### src/rtl/mem_copy_engine.sv
// Memory copy engine: copies Len words from SrcAddr to DstAddr through a single
// shared memory port, one word read then written per index, ascending order,
// with wrap-around addressing and a running modulo-2**W checksum of words read.
//
// Handshake: Start is a request that is only looked at in IDLE; there is no
// ready. Busy is high while the copy runs, Done pulses for one cycle at the
// end, and any Start seen outside IDLE (including the DONE cycle) is dropped.
module mem_copy_engine #(
  parameter int W = 8,
  parameter int A = 8
) (
  input  logic         Clk,
  input  logic         Reset,
  input  logic         Start,
  input  logic [A-1:0] SrcAddr,
  input  logic [A-1:0] DstAddr,
  input  logic [A:0]   Len,
  output logic [A-1:0] MemAddress,
  output logic         MemWriteEn,
  output logic [W-1:0] MemDataIn,
  input  logic [W-1:0] MemDataOut,
  output logic         Busy,
  output logic         Done,
  output logic [W-1:0] Checksum,
  output logic [1:0]   dbg_state
);

  typedef enum logic [1:0] {
    S_IDLE  = 2'd0,
    S_READ  = 2'd1,
    S_WRITE = 2'd2,
    S_DONE  = 2'd3
  } state_t;

  // Largest legal word count: the whole memory.
  localparam logic [A:0] MAX_LEN = {1'b1, {A{1'b0}}};

  state_t       state_q, state_d;
  logic [A-1:0] src_q, src_d;
  logic [A-1:0] dst_q, dst_d;
  logic [A:0]   len_q, len_d;
  logic [A:0]   idx_q, idx_d;
  logic [W-1:0] data_q, data_d;
  logic [W-1:0] cks_q, cks_d;
  logic [A:0]   idx_inc;

  assign idx_inc = idx_q + (A+1)'(1);

  // Next-state logic: operand latching, read capture, index advance.
  always_comb begin
    state_d = state_q;
    src_d   = src_q;
    dst_d   = dst_q;
    len_d   = len_q;
    idx_d   = idx_q;
    data_d  = data_q;
    cks_d   = cks_q;
    case (state_q)
      S_IDLE: begin
        if (Start) begin
          src_d   = SrcAddr;
          dst_d   = DstAddr;
          len_d   = (Len > MAX_LEN) ? MAX_LEN : Len;
          idx_d   = '0;
          cks_d   = '0;
          state_d = (Len == '0) ? S_DONE : S_READ;
        end
      end
      S_READ: begin
        data_d  = MemDataOut;
        cks_d   = cks_q + MemDataOut;
        state_d = S_WRITE;
      end
      S_WRITE: begin
        idx_d   = idx_inc;
        state_d = (idx_inc == len_q) ? S_DONE : S_READ;
      end
      default: begin
        state_d = S_IDLE;
      end
    endcase
  end

  // State and datapath registers with synchronous reset.
  always_ff @(posedge Clk) begin
    if (Reset) begin
      state_q <= S_IDLE;
      src_q   <= '0;
      dst_q   <= '0;
      len_q   <= '0;
      idx_q   <= '0;
      data_q  <= '0;
      cks_q   <= '0;
    end else begin
      state_q <= state_d;
      src_q   <= src_d;
      dst_q   <= dst_d;
      len_q   <= len_d;
      idx_q   <= idx_d;
      data_q  <= data_d;
      cks_q   <= cks_d;
    end
  end

  // Memory port decode from registered state; write strobe is killed by
  // Reset so an aborted copy never writes during the reset cycle.
  always_comb begin
    MemAddress = '0;
    MemWriteEn = 1'b0;
    MemDataIn  = '0;
    case (state_q)
      S_READ: begin
        MemAddress = src_q + idx_q[A-1:0];
      end
      S_WRITE: begin
        MemAddress = dst_q + idx_q[A-1:0];
        MemWriteEn = ~Reset;
        MemDataIn  = data_q;
      end
      default: begin
        MemAddress = '0;
      end
    endcase
  end

  assign Busy      = (state_q == S_READ) || (state_q == S_WRITE);
  assign Done      = (state_q == S_DONE);
  assign Checksum  = cks_q;
  assign dbg_state = state_q;

endmodule

### config.mk
export PLATFORM = sky130hd
export DESIGN_NAME = mem_copy_engine
export DESIGN_NICKNAME = d
export VERILOG_FILES = /design/src/rtl/mem_copy_engine.sv
export SDC_FILE = /design/constraint.sdc
export NUM_CORES = 1
export LEC_CHECK = 0
export BUFFER_PORTS_ARGS = -buffer_cell sky130_fd_sc_hd__buf_2
export CAP_MARGIN = 25
export CELL_PAD_IN_SITES_DETAIL_PLACEMENT = 1
export CELL_PAD_IN_SITES_GLOBAL_PLACEMENT = 1
export CORE_MARGIN = 2
export CORE_UTILIZATION = 40
export DETAILED_ROUTE_END_ITERATION = 12
export PLACE_DENSITY_LB_ADDON = 0.3
export SYNTH_ARGS = -nofsm -noshare
export SYNTH_HDL_FRONTEND = slang
export SYNTH_SLANG_ARGS = --single-unit
export TNS_END_PERCENT = 20
### constraint.sdc
create_clock -name Clk -period 6.7 [get_ports Clk]
set_input_delay 0.67 -clock Clk [delete_from_list [all_inputs] [get_ports Clk]]
set_output_delay 0.67 -clock Clk [all_outputs]
set_load 0.01 [all_outputs]
; Word level (Yosys, flattened, before mapping)
; Index checks and enable logic that the tools add are counted.
[word_totals]
out_inout_bits = 29
in_bits = 36
regBits = 52
elab_cells = 38
[op_classes]
eq_ne = 5
n_addsub = 4
muxes = 12
n_bitwise = 1
n_reduce_logical = 8
order_cmp = 1
[op_table]
columns = operator, count
row1 = case mux 8 bit (2 select lines), 2
row2 = adder 8 bit, 3
row3 = 2-to-1 mux 9 bit, 2
row4 = case mux 9 bit (2 select lines), 1
row5 = 2-to-1 mux 8 bit, 2
row6 = adder 9 x 1 -> 9 bit (second input constant), 1
row7 = equality test 9 bit, 1
row8 = > comparator 9 bit (second input constant), 1
row9 = logical NOT 9 bit, 1
row10 = 2-to-1 mux 2 bit, 3
row11 = case mux 2 bit (3 select lines), 1
row12 = AND reduction 2 bit, 3
row13 = equality test 2 bit (second input constant), 2
row14 = nonzero test 2 bit, 2
row15 = equality test 2 x 1 -> 1 bit (second input constant), 1
row16 = logical NOT 2 bit, 1
row17 = inequality test 2 bit (second input constant), 1
row18 = logical OR 1 bit, 1
row19 = 2-to-1 mux 1 bit, 1
row20 = inverter 1 bit, 1

; Depth between registers and ports, before layout
[logic_depth]
ltp_word = 4
mapped_depth = 13
depth_no_buf = 12

; Worst setup path before layout
; OpenSTA, ideal clock, no wires.
[synth_path]
path_kind = reg2out
startpoint = register state_q[1] (netlist: dbg_state[1])
endpoint = output port MemAddress[6]
path_stages_with_launch = 12
path_buffers = 2
arrival_ns = 2.758
path_slack_ns = 3.272
path_cell_list = dfxtp_1 > ha_1 > buf_2 > buf_1 > mux2_2 > ha_1 > nor2b_1 > o21ai_0 > nand2b_1 > a21o_1 > a21oi_1 > mux2i_1
[synth_via]
elab_chain_len = 2
word_cells_on_any_way = 3
classes_between = 2 x eq/ne / 1 x mux
[synth_lines]
columns = item, line
row1 = start: declaration, 38  ; state_t state_q, state_d;
row2 = start signal: assignment, 95  ; state_q <= state_d;
row3 = equality test 2 bit or equality test 2 x 1 -> 1 bit (tied branches), 111  ; case (state_q)
row4 = case mux 8 bit (2 select lines) *, 111
row5 = end: declaration, 18  ; output logic [A-1:0] MemAddress,
; Every way passes the cells marked *; elsewhere a longest branch is shown, timed or not.

; Final worst setup path
[layout_path]
startpoint = register state_q[0] (netlist: dbg_state[0])
endpoint = output port MemAddress[7]
; Same word-level chain as after synthesis.

==> metrics <==
outcome finished, final reports clean; initial antenna violation count 0; Placer Congestion 0.814; first-pass GRT wire length 13.8 mm; FFs w/ async S/R, synth 0; largest net degree at the start of global routing 59; RSZ-0062 raised after global routing false; Synth top area share 0.336; Clock Sink Count 52; Worst Tran Pin Value 1.01 ns; worst reg2reg path depth 6; Max clock buf depth 2; Fin. Hold Viols 0; post-DP HPWL 6.10 mm; I/O pins 65; # hold bufs at CTS 0; WHS Path Cells 2; Syn Inst Count 372; net count after synthesis 429; final wirelength 8.10 mm; DR vias/cell 5.31; Data required, critical path 6.03 ns; top cells by area, synth dfxtp_1 (34%), ha_1 (7.7%), nand2_1 (6.8%); layout cell share with drive strength beyond 1 0.211; H-tree levels 2; Max Cap Viol 0; TritonRoute pass-1 iters 4; die area 8480 um2; post-CTS setup buffers 0; Final Skew 0.0126 ns; CTS tree done; Initial Utilization 0.408; Synth area leader dfxtp_1; Worst-path clk slew 0.10 ns; CP Capture Type output port; maximum vdd ir drop 0.132 mV; area of the core 7610 um2; Max Fclk 0.269 GHz; kind of critical path register to output port; Synth Area per Inst 8.34 um2; Critical Path Source Type register; setup violators final 0; WL per Instance 15.3 um; post-synthesis cell type count 50; diode count 0; worst hold-check path type register to register; Die Span Y 92.1 um; pre-CTS WS 3.35 ns; Area growth syn-to-layout 15.6%; CTS Root Cell clkbuf_8; most common cell after layout, fill and taps aside buf_2; CTS Buf Count 5; worst path arrival time 3.05 ns; Remaining DRCs 0; Leakage 0.00165 uW; Overall Global Routing Usage 0.199; #FFs+latches synth 52; vias after detailed routing 2,810; Final nets 483; PD cells 202 nW/um2; Final min period 3.72 ns; yosys warns 0; clk_lat worst skew 0.31 ns; Final period util 0.555; DRT antenna net count 0; Max-slew headroom 0.330; Congestion Overflow GR 0; total negative slack 0 ns; Rows 32; most frequent cells in the layout buf_2 (64), nand2_1 (56), dfxtp_1 (52), a21oi_1 (36), nor2_1 (33); cell area after synthesis 3100 um2; Setup WS post-layout 2.98 ns; Non-Filler Instances 529; fin. max-slew vios 0; sequential element share of the synthesized area 0.336; number of flops mapped to enable cells by yosys 0; Die W 92.1 um; IO buf count 64; critical path peak fanout 6; drt initial violations 73; dpl cells 521; main flop type after synthesis dfxtp_1; vias in the first global route 2,846; post-CTS sizing 0
[per-stage QoR]
stage	cell area (um2)	power (uW)	hold slack, ns	util
global placement	3460	497	0.443	0.455
detailed placement	3460	501	0.460	0.455
floorplan	3100	449	0.433	-
global route	3590	766	0.492	0.471
finish	3590	724	0.467	0.471
CTS	3590	733	0.474	0.471
[cells in the mapped netlist, types with 6 or more instances]
master and instances:
nor2_1 33, mux2i_1 12, a21oi_1 36, ha_1 19, nand2_1 56, and2_1 15, inv_1 8, clkbuf_1 8
nand3_1 6, mux2_2 9, xor2_1 10, dfxtp_1 52, a22oi_1 13, nand3b_1 11, xnor2_1 11, a21o_1 8
o21ai_0 7
[per-layer routing]
layer	global-route usage	part of all wire	up-vias
met1	0.269	0.47	1375
li1	-	-	1400
met5	0	0	-
met2	0.342	0.49	31
met4	0.0336	0.0063	0
met3	0.0304	0.027	4
[final cells by class]
| cell class | count | area [um2] |
|---|---|---|
| Timing Repair Buffer | 66 | 335 |
| Clock buffer | 6 | 82.6 |
| Multi-Input combinational cell | 293 | 1930 |
| Clock inverter | 2 | 38.8 |
| Tap cell | 102 | 128 |
| Inverter | 8 | 30.0 |
| Sequential cell | 52 | 1040 |
| Fill cell | 951 | 4020 |
[flip-flops by register name, summed over array words and instances, names as in the netlist]
register,count
Checksum,8
data_q,8
dbg_state,2
dst_q,8
idx_q,9
len_q,9
src_q,8
[report_power, final]
part,switching [uW],internal (uW),leakage (uW),total (uW)
logic,90.9,59.9,0.00116,151
clock network,108,122,0.0000614,231
registers,14.6,328,0.000424,342
[cells by family (layout without fill, tap and decap cells)]
kind of cell	after synthesis	in the layout	share of synthesized area
buffers and inverters	27	82	0.0420
AND/OR/NAND/NOR	152	152	0.243
multiplexers	21	21	0.0714
AO/OA/AOI/OAI	78	78	0.159
XOR/XNOR	21	21	0.0593
flip-flops	52	52	0.336
adder cells (fa/ha/maj)	21	21	0.0896
[worst paths after layout]
check / endpoint / slack, ns / start
worst min register to register: dst_q[2] / 0.47 / dst_q[2]
worst max register to register: Checksum[1] / 4.24 / dbg_state[0]
worst max-delay path: MemAddress[7] / 2.98 / dbg_state[0]
worst min-delay path: dst_q[2] / 0.47 / dst_q[2]
[worst max-delay path, cell delays in order (launching register included)]
cell and delay, ns:
dfxtp_1 0.37, inv_1 0.10, ha_1 0.32, mux2_2 0.40
ha_1 0.28, a21o_1 0.18, a21o_1 0.21, a311oi_2 0.34
a21oi_1 0.13, xnor2_1 0.14, and2_1 0.15, buf_2 0.13
Power figures use the tool's default switching activity.
